<file path="src/rtl/load_store_unit.sv">
// -----------------------------------------------------------------------------
// load_store_unit
//
// Purpose:
//   MEM-stage load/store unit. Accepts one load or store from the core, issues
//   a single word-aligned request on the data-memory port, waits for the grant
//   and (for loads) the read response, then pulses o_done for one cycle.
//   Load data is aligned, truncated to the access size and sign/zero extended.
//   Store data is replicated across the byte lanes selected by o_dmem_be.
//
// Optional feature:
//   MISALIGN_TRAP_EN -- when defined, a misaligned half/word access skips the
//   memory request and completes at once with o_misaligned=1. When undefined,
//   o_misaligned is tied 0 and the low address bits that would misalign the
//   access are ignored.
//
// Ports:
//   i_clk, i_rst        clock (rising edge), synchronous active-high reset
//   i_valid             instruction present in MEM stage
//   i_mem_read/write    operation; both high is treated as a load
//   i_d_size            00 byte, 01 half, 10/11 word
//   i_d_unsigned        zero-extend (1) or sign-extend (0) load data
//   i_addr, i_wdata     byte address and store data
//   o_stall             hold the pipeline while the access is in flight
//   o_done              one-cycle completion pulse
//   o_rdata             extended load data, held until the next load completes
//   o_misaligned        misaligned-access flag, valid with o_done
//   o_dmem_*            request side of the data-memory port
//   i_dmem_gnt          request accepted by memory
//   i_dmem_rvalid       read data valid on i_dmem_rdata
// -----------------------------------------------------------------------------
module load_store_unit (
  input  logic        i_clk,
  input  logic        i_rst,
  input  logic        i_valid,
  input  logic        i_mem_read,
  input  logic        i_mem_write,
  input  logic [1:0]  i_d_size,
  input  logic        i_d_unsigned,
  input  logic [31:0] i_addr,
  input  logic [31:0] i_wdata,
  output logic        o_stall,
  output logic        o_done,
  output logic [31:0] o_rdata,
  output logic        o_misaligned,
  output logic        o_dmem_req,
  output logic        o_dmem_we,
  output logic [31:0] o_dmem_addr,
  output logic [3:0]  o_dmem_be,
  output logic [31:0] o_dmem_wdata,
  input  logic        i_dmem_gnt,
  input  logic        i_dmem_rvalid,
  input  logic [31:0] i_dmem_rdata
);

  typedef enum logic [1:0] {
    S_IDLE = 2'd0,
    S_REQ  = 2'd1,
    S_WAIT = 2'd2,
    S_DONE = 2'd3
  } state_e;

  localparam logic [1:0] SZ_BYTE = 2'b00;
  localparam logic [1:0] SZ_HALF = 2'b01;

  state_e      state_q, state_d;
  logic [31:0] daddr_q, daddr_d;     // word-aligned request address
  logic [1:0]  off_q, off_d;         // effective byte offset inside the word
  logic [1:0]  size_q, size_d;
  logic        uns_q, uns_d;
  logic        store_q, store_d;
  logic [3:0]  be_q, be_d;
  logic [31:0] wdata_q, wdata_d;     // lane-replicated store data
  logic [31:0] rdata_q, rdata_d;

  logic        accept;
  logic        capture;
  logic        misaligned_in;
  logic [1:0]  off_in;
  logic [3:0]  be_in;
  logic [31:0] wdata_in;

  // Shift the addressed bytes down to bit 0, keep the access width, extend.
  function automatic logic [31:0] load_extend(input logic [31:0] raw,
                                              input logic [1:0]  off,
                                              input logic [1:0]  size,
                                              input logic        uns);
    logic [31:0] sh;
    sh = raw >> {off, 3'b000};
    case (size)
      SZ_BYTE: load_extend = uns ? {24'b0, sh[7:0]}  : {{24{sh[7]}}, sh[7:0]};
      SZ_HALF: load_extend = uns ? {16'b0, sh[15:0]} : {{16{sh[15]}}, sh[15:0]};
      default: load_extend = sh;
    endcase
  endfunction

  // An op is taken only in IDLE; reset blocks acceptance so o_stall stays low.
  assign accept = (state_q == S_IDLE) && i_valid && (i_mem_read || i_mem_write) && !i_rst;

  // Load data is taken either together with the grant or later in WAIT.
  assign capture = ((state_q == S_REQ) && i_dmem_gnt && i_dmem_rvalid && !store_q) ||
                   ((state_q == S_WAIT) && i_dmem_rvalid);

  // Effective offset, byte enables and replicated store data for the new op.
  // Offset bits that would misalign a half/word are dropped here, so the
  // non-trapping build naturally ignores them.
  // NOTE: every signal assigned in an always_comb gets a default first, so no
  // path can leave it unassigned and infer a latch.
  always_comb begin
    off_in   = 2'b00;
    be_in    = 4'b1111;
    wdata_in = i_wdata;
    case (i_d_size)
      SZ_BYTE: begin
        off_in   = i_addr[1:0];
        be_in    = 4'b0001 << i_addr[1:0];
        wdata_in = {4{i_wdata[7:0]}};
      end
      SZ_HALF: begin
        off_in   = {i_addr[1], 1'b0};
        be_in    = 4'b0011 << {i_addr[1], 1'b0};
        wdata_in = {2{i_wdata[15:0]}};
      end
      default: begin
        off_in   = 2'b00;
        be_in    = 4'b1111;
        wdata_in = i_wdata;
      end
    endcase
  end

`ifdef MISALIGN_TRAP_EN
  logic mis_q, mis_d;

  always_comb begin
    misaligned_in = 1'b0;
    case (i_d_size)
      SZ_BYTE: misaligned_in = 1'b0;
      SZ_HALF: misaligned_in = i_addr[0];
      default: misaligned_in = (i_addr[1:0] != 2'b00);
    endcase
  end

  always_comb begin
    mis_d = mis_q;
    if (accept) mis_d = misaligned_in;
  end

  always_ff @(posedge i_clk) begin
    if (i_rst) mis_q <= 1'b0;
    else       mis_q <= mis_d;
  end

  assign o_misaligned = (state_q == S_DONE) && mis_q;
`else
  assign misaligned_in = 1'b0;
  assign o_misaligned  = 1'b0;
`endif

  // Next-state logic. gnt/rvalid are only looked at in REQ and WAIT.
  always_comb begin
    state_d = state_q;
    unique case (state_q)
      S_IDLE: if (accept) state_d = misaligned_in ? S_DONE : S_REQ;
      S_REQ: begin
        if (i_dmem_gnt) begin
          if (store_q || i_dmem_rvalid) state_d = S_DONE;
          else                          state_d = S_WAIT;
        end
      end
      S_WAIT: if (i_dmem_rvalid) state_d = S_DONE;
      S_DONE: state_d = S_IDLE;
      default: state_d = S_IDLE;
    endcase
  end

  // Operation latch and load-data register.
  always_comb begin
    daddr_d = daddr_q;
    off_d   = off_q;
    size_d  = size_q;
    uns_d   = uns_q;
    store_d = store_q;
    be_d    = be_q;
    wdata_d = wdata_q;
    rdata_d = rdata_q;
    if (accept) begin
      daddr_d = {i_addr[31:2], 2'b00};
      off_d   = off_in;
      size_d  = i_d_size;
      uns_d   = i_d_unsigned;
      store_d = i_mem_write && !i_mem_read;  // read wins when both are set
      be_d    = be_in;
      wdata_d = wdata_in;
    end
    if (capture) rdata_d = load_extend(i_dmem_rdata, off_q, size_q, uns_q);
  end

  // NOTE: state is updated with non-blocking assignments so every register
  // samples the pre-edge value of every other register.
  // NOTE: all data registers are reset, not just the FSM, because the memory
  // port and o_rdata must read as zero straight out of reset.
  always_ff @(posedge i_clk) begin
    if (i_rst) begin
      state_q <= S_IDLE;
      daddr_q <= '0;
      off_q   <= '0;
      size_q  <= '0;
      uns_q   <= 1'b0;
      store_q <= 1'b0;
      be_q    <= '0;
      wdata_q <= '0;
      rdata_q <= '0;
    end else begin
      state_q <= state_d;
      daddr_q <= daddr_d;
      off_q   <= off_d;
      size_q  <= size_d;
      uns_q   <= uns_d;
      store_q <= store_d;
      be_q    <= be_d;
      wdata_q <= wdata_d;
      rdata_q <= rdata_d;
    end
  end

  // Request fields come straight from registers, so they cannot move while
  // the request waits for its grant.
  assign o_stall      = accept || (state_q == S_REQ) || (state_q == S_WAIT);
  assign o_done       = (state_q == S_DONE);
  assign o_rdata      = rdata_q;
  assign o_dmem_req   = (state_q == S_REQ);
  assign o_dmem_we    = (state_q == S_REQ) && store_q;
  assign o_dmem_addr  = daddr_q;
  assign o_dmem_be    = be_q;
  assign o_dmem_wdata = wdata_q;

endmodule

</file>
<file path="config.mk">
export PLATFORM = sky130hd
export DESIGN_NAME = load_store_unit
export DESIGN_NICKNAME = d
export VERILOG_FILES = /design/src/rtl/load_store_unit.sv
export SDC_FILE = /design/constraint.sdc
export NUM_CORES = 1
export LEC_CHECK = 0
export BUFFER_PORTS_ARGS = -buffer_cell sky130_fd_sc_hd__buf_2
export CAP_MARGIN = 20
export CORE_MARGIN = 4
export CORE_UTILIZATION = 49
export CTS_BUF_LIST = sky130_fd_sc_hd__clkbuf_4 sky130_fd_sc_hd__clkbuf_8
export DETAILED_ROUTE_END_ITERATION = 8
export PLACE_DENSITY = 0.83
export RECOVER_POWER = 25
export SYNTH_ARGS = -nofsm -noshare
export SYNTH_HDL_FRONTEND = slang
export SYNTH_SLANG_ARGS = --single-unit
</file>
<file path="constraint.sdc">
create_clock -name i_clk -period 3 [get_ports i_clk]
set_input_delay 0.75 -clock i_clk [delete_from_list [all_inputs] [get_ports i_clk]]
set_output_delay 0.75 -clock i_clk [all_outputs]
set_load 0.01 [all_outputs]
</file>
==> results of run 1 <==
[cells in the mapped netlist (all sizes together), types with 2 or more instances]
library cell / number
nand2: 146
dfxtp: 106
a21oi: 72
nor2: 43
mux2i: 31
clkbuf: 30
a211oi: 24
buf: 20
o211ai: 16
a311oi: 12
nor3: 10
o21ai: 10
mux2: 8
inv: 7
o2bb2ai: 7
ha: 5
nand3: 4
nor2b: 4
a31oi: 3
a21o: 2
or2: 2
[final cells by class]
cell class / count / area, sq um
multi-input combinational: 415 / 2350
fill: 891 / 3400
timing repair buffer: 215 / 1030
tap: 129 / 161
clock buffer: 10 / 138
sequential: 106 / 2120
inverter: 8 / 30.0
clock inverter: 6 / 48.8
[logic make-up (layout without fill, tap and decap cells)]
group / count (synthesis) / after routing / synth area share
compound gates: 153 / 153 / 0.210
mux: 40 / 40 / 0.0899
fa+ha+maj: 5 / 5 / 0.0133
buf+inv: 58 / 239 / 0.0540
simple gates: 214 / 214 / 0.181
other cells: 1 / 3 / 0.000797
flops: 106 / 106 / 0.451
[power by group through the flow]
stage / registers (mW) / logic (mW) / clock network [mW]
after floorplan: 1.82 / 0.605 / 0
after global placement: 1.74 / 1.07 / 0
after detailed placement: 1.75 / 1.11 / 0
after CTS: 1.72 / 1.11 / 0.859
after global routing: 1.74 / 1.21 / 0.902
final: 1.72 / 1.08 / 0.829
[registers in the layout, indices dropped and copies added (netlist names)]
name / flops
store_q: 1
size_q: 2
uns_q: 1
o_dmem_wdata: 32
o_rdata: 32
o_dmem_be: 4
off_q: 2
state_q: 2
o_dmem_addr: 30
[worst min-delay path: stages (launching register included)]
cell	delay (ns)
dfxtp_1	0.32
nand2_1	0.05
a21oi_1	0.05
[routing by layer]
metal / global-route usage / up-vias / routed length [um] / part of all wire
met5: 0 / - / 0 / 0
li1: - / 2338 / - / -
met3: 0.0650 / 22 / 1150 / 0.084
met1: 0.276 / 2144 / 5410 / 0.40
met4: 0.0842 / 0 / 242 / 0.018
met2: 0.423 / 188 / 6820 / 0.50
[final timing paths]
path                                        to                         start  cells past startpoint
hold / removal    o_dmem_wdata[0]$_SDFFE_PP0P_  o_dmem_wdata[0]$_SDFFE_PP0P_                      2
setup / recovery                       o_stall       state_q[0]$_SDFFE_PP0P_                      5
hold reg to reg   o_dmem_wdata[0]$_SDFFE_PP0P_  o_dmem_wdata[0]$_SDFFE_PP0P_                      2
setup reg to reg      o_rdata[25]$_SDFFE_PP0P_         off_q[0]$_SDFFE_PP0P_                      4
==> impl_results.md, run 1 <==
* Final core utilization at 0.633
* Slew margin rel. at -0.436
* CP arrival at ~1.8 ns
* Share of total power consumed by net switching at 0.350
* Clock Latency Late Sink at about 0.36 ns
* DIE WIDTH at 106 um
* Startpoint type of the worst setup path: flip-flop
* Cell at the root of the clock tree: clkbuf_8
* Final hold slack at 0.456 ns
* Asr flop ratio synth at 0
* Share of Yosys cell area claimed by the top area cell type at 0.451
* DRC at 0
* # hold bufs at CTS at 0
* Combinational fraction of design power at 0.297
* Number of enable flip-flop cells after synthesis at 0
* Cell with the largest stage delay on the worst path: dfxtp_1
* Post-placement cell area at roughly 0.0058 sq mm
* Crit path largest cell delay at roughly 0.39 ns
* Placeable Area at between 0.009 and 0.01 sq mm
* Number of buffers inserted during clock tree synthesis at 9
* Count of non-filler cells in the finished layout at between 800 and 900
* Failing checks: max-capacitance violations, max-slew violations
* Maximum achievable frequency at around 400 MHz
* Clock slew at reported path FFs at approximately 0.10 ns
* Number of hold violations in the final report at 0
* Final worst slack at between 0.4 and 0.5 ns
* Reported leakage power at roughly 2.4 nW
* Final cell area excluding filler cells at 0.00588 sq mm
* Post-Route WL at approximately 14000 um
* Fraction of power consumed by the clock network at 0.228
* Number of routed nets with antenna violations at 0
* Number of inserted diodes at 0
* CP endpoint kind: primary output
* Count of standard-cell rows at 35
* Number of failing setup endpoints in the final timing report at 0
* Weighted congestion at the end of routability-driven global placement at 0.843
* All-Layer GR Usage at 0.239
* Sequential cell area fraction in the yosys report at 0.451
* Internal power consumption at roughly 2.4 mW
* Worst-Margin Slew at 2.15 ns
* Maximum fanout count along the critical path at 5
* Reg-to-reg setup timing slack at roughly 0.71 ns
* Sinks on the clock net at 106
* Post-layout total power at around 3.6 mW
* Leading cell type in the layout, fill and taps excluded: buf_2
* Count of nets after finishing at a little under 900
* Maximum number of pins on one net before global-route repair at ~110
* Share of final-layout standard cells stronger than drive strength 1 at 0.262
* Clock tree from TritonCTS: built
* Estimated wirelength of the detail-placed design at about 10000 um
* Worst IR drop on VDD at about 0.32 mV
* Run status: finished, violations left
* Top-level I/O count at between 200 and 250
* Setup TNS at 0 ns
* P_sw at between 1 and 1.5 mW
* Remaining global-route overflow at 0
* Port buffer count at just over 200
* Most used flip-flop cell after synthesis: dfxtp_1
* Final count of pins violating max slew at about 110
* Vias/cell at 5.28
* Wirelength per Cell at ~15 um
* Type of the worst setup path: reg2out
* Path type of the worst min-delay path: reg2reg
* Total via count in the routed design at 4692
* Sequential share of power at 0.474
* Power density of the placed cells at 617 mW/mm^2
* Number of DRC violations after detailed-routing iteration 0 at between 200 and 250
* Count of cells resized by post-cts repair at 0
* Register bit count reported by yosys at roughly 110
* Ranking of synthesized cells by area: dfxtp_1 45%, nand2_1 12%, a21oi_1 7.7%
* Fin Clk Skew at about 0.0086 ns
* Die area at 0.0112 sq mm
* Max-Cap Viols at 1
* Setup repair after global routing missed its margin: false
* Leading cell types in the layout, fill and taps excluded: 156 x buf_2, 146 x nand2_1, 106 x dfxtp_1
* TritonRoute pass-1 iters at 4
* Number of buffers inserted by post-CTS setup repair at 0
* Buffer and inverter count on the worst path at 2
* Number of distinct standard cells referenced by the synthesized netlist at between 40 and 50
* Final critical-path share of the clock period at 0.842
* Maximum count of clock buffers along a single path at 2
* Post-synthesis area per instance at ~8.2 sq um
* Post-synthesis instance total at between 500 and 600
* Clock H-tree levels at 3
* Critical path's top delay family: simple AND/OR/NAND/NOR gates
* Final period demand of the worst path at 2.53 ns
* CP required at around 2.3 ns
* Vias in the first global route at around 4500
* Starting Density at 0.507
* Crit path cell chain: inv_1, ha_1, and3_2, or3_1, buf_2
* Area Growth Syn to Fin at 25.0%
* Number of antenna violations at the first check in global routing at 0
* Synth warn at 0
* Wire length of the first global-routing pass at ~22000 um
* Worst setup slack before clock tree synthesis at 0.495 ns
* Cell area after synthesis at about 0.0047 sq mm
* Cells after DPL at 873
* Cell taking the most area after synthesis: dfxtp_1
* Height of the die at ~110 um
Power figures use the tool's default switching activity.
==> run 2: changes to the inputs <==
Clock period 3 ns to 2.4 ns, I/O delays scaled along.
==> run 2 against run 1 <==
  * The run now ends clean
  * Sequential share of layout area down 0.32 points
  * Non-clock buffer count up 3
  * Cell area up 1.0%
  * Global-route usage down 0.24 points
  * Clock power up 36%
  * Via count down 0.85%
  * Largest cell class unchanged
==> impl_results.md, run 2 (same netlist as run 1, synthesis figures left out) <==
* Estimated wirelength of the detail-placed design at about 9900 um
* Top-level I/O count at approximately 210
* Maximum achievable frequency at approximately 430 MHz
* CP endpoint kind: primary output
* Clock Latency Late Sink at about 0.36 ns
* Vias in the first global route at 4479
* Final critical-path share of the clock period at 0.959
* Type of the worst setup path: reg2out
* Post-placement cell area at between 0.005 and 0.006 sq mm
* Cell at the root of the clock tree: clkbuf_8
* Clock H-tree levels at 3
* Final period demand of the worst path at 2.30 ns
* Reported leakage power at 2.42 nW
* Final count of pins violating max slew at 0
* Startpoint type of the worst setup path: flip-flop
* Clock tree from TritonCTS: built
* Total via count in the routed design at 4652
* Count of standard-cell rows at 35
* CP arrival at approximately 1.7 ns
* Slew margin rel. at 0.284
* Number of buffers inserted during clock tree synthesis at 9
* Leading cell types in the layout, fill and taps excluded: 154 x buf_2, 146 x nand2_1, 104 x dfxtp_1
* Maximum number of pins on one net before global-route repair at about 110
* Leading cell type in the layout, fill and taps excluded: buf_2
* DIE WIDTH at 106 um
* Weighted congestion at the end of routability-driven global placement at roughly 0.9
* Number of inserted diodes at 0
* Worst-Margin Slew at approximately 1.1 ns
* Vias/cell at between 5 and 6
* Area Growth Syn to Fin at 26.2%
* Final hold slack at around 0.46 ns
* Clock slew at reported path FFs at approximately 0.10 ns
* Final core utilization at 0.640
* Count of nets after finishing at between 800 and 900
* Path type of the worst min-delay path: reg2reg
* Number of failing setup endpoints in the final timing report at 0
* All-Layer GR Usage at 0.236
* Number of routed nets with antenna violations at 0
* Port buffer count at a little over 200
* Starting Density at 0.507
* Final cell area excluding filler cells at slightly below 0.006 sq mm
* Remaining global-route overflow at 0
* Post-Route WL at approximately 14000 um
* Maximum count of clock buffers along a single path at 2
* CP required at 1.80 ns
* Maximum fanout count along the critical path at 5
* Worst IR drop on VDD at 0.337 mV
* Count of non-filler cells in the finished layout at ~890
* Die area at about 0.011 sq mm
* Run status: finished, final reports clean
* Fin Clk Skew at roughly 0.014 ns
* Number of hold violations in the final report at 0
* Wirelength per Cell at about 15 um
* DRC at 0
* Wire length of the first global-routing pass at about 22000 um
* Setup TNS at 0 ns
* Placeable Area at 0.00928 sq mm
* Share of final-layout standard cells stronger than drive strength 1 at 0.266
* Setup repair after global routing missed its margin: false
* Sinks on the clock net at about 110
* Max-Cap Viols at 0
* Number of DRC violations after detailed-routing iteration 0 at 278
* TritonRoute pass-1 iters at 4
* Power density of the placed cells at roughly 800 mW/mm^2
* Height of the die at around 110 um
* Cells after DPL at just under 900
* Number of antenna violations at the first check in global routing at 0
## run 2: changes by cell type in the layout (fill, tap and decap cells not counted)
cell	before	now
buf_12	0	1
buf_2	156	154
buf_4	7	11
bufinv_16	0	1
clkbuf_1	50	52
clkbuf_2	1	0
clkbuf_8	10	9
clkinv_2	1	0
dfxtp_1	106	104
dfxtp_2	0	2
ha_1	5	4
ha_2	0	1
## run 2: final timing paths
path                                                 from  cells after the start  slack, ns                   endpoint
worst max register to register      off_q[0]$_SDFFE_PP0P_                      5       0.33   o_rdata[24]$_SDFFE_PP0P_
worst min-delay path            o_dmem_be[0]$_SDFFE_PP0P_                      2       0.46  o_dmem_be[0]$_SDFFE_PP0P_
worst max-delay path              state_q[0]$_SDFFE_PP0P_                      5        0.1                    o_stall
worst min register to register  o_dmem_be[0]$_SDFFE_PP0P_                      2       0.46  o_dmem_be[0]$_SDFFE_PP0P_
## run 2: layout make-up
type                       instances  area [sq um]
inverter                           8          30.0
fill                             848          3340
clock buffer                      10           131
sequential                       106          2120
tap                              129           161
timing repair buffer             218          1070
multi-input combinational        415          2350
clock inverter                     6          73.8
## run 2: worst max-delay path: stages, from the launching register on
cell and delay (ns):
dfxtp_2 0.37, inv_1 0.10, ha_2 0.23, and3_2 0.20
or3_1 0.30, buf_2 0.15
## run 2: per-stage QoR
step	setup WS, ns	power [mW]
after floorplan	0.000102	3.04
after global placement	0.196	3.52
after detailed placement	0.154	3.58
after CTS	0.0453	4.71
after global routing	0.0371	4.93
final	0.0976	4.65
## run 2: timing repair
| item | 4_1_cts | 5_1_grt |
|---|---|---|
| endpoints found under the setup margin | 1 | 1 |
| pin swaps | 0 | 0 |
| buffers inserted | 0 | 0 |
| cloned | 0 | 0 |
| hold buffers | 0 | 0 |
| resized for setup | 1 | 2 |
## run 2: power breakdown
group	internal (mW)	switching (mW)
Clock	0.508	0.621
Sequential	2.01	0.144
Combinational	0.531	0.833
Total	3.05	1.60
## run 2: routing by layer
layer / share of wire / vias to the layer above / track usage
met5: 0 / - / 0
met4: 0.012 / 0 / 0.0777
met3: 0.086 / 12 / 0.0704
met2: 0.49 / 180 / 0.398
met1: 0.41 / 2119 / 0.289
li1: - / 2341 / -
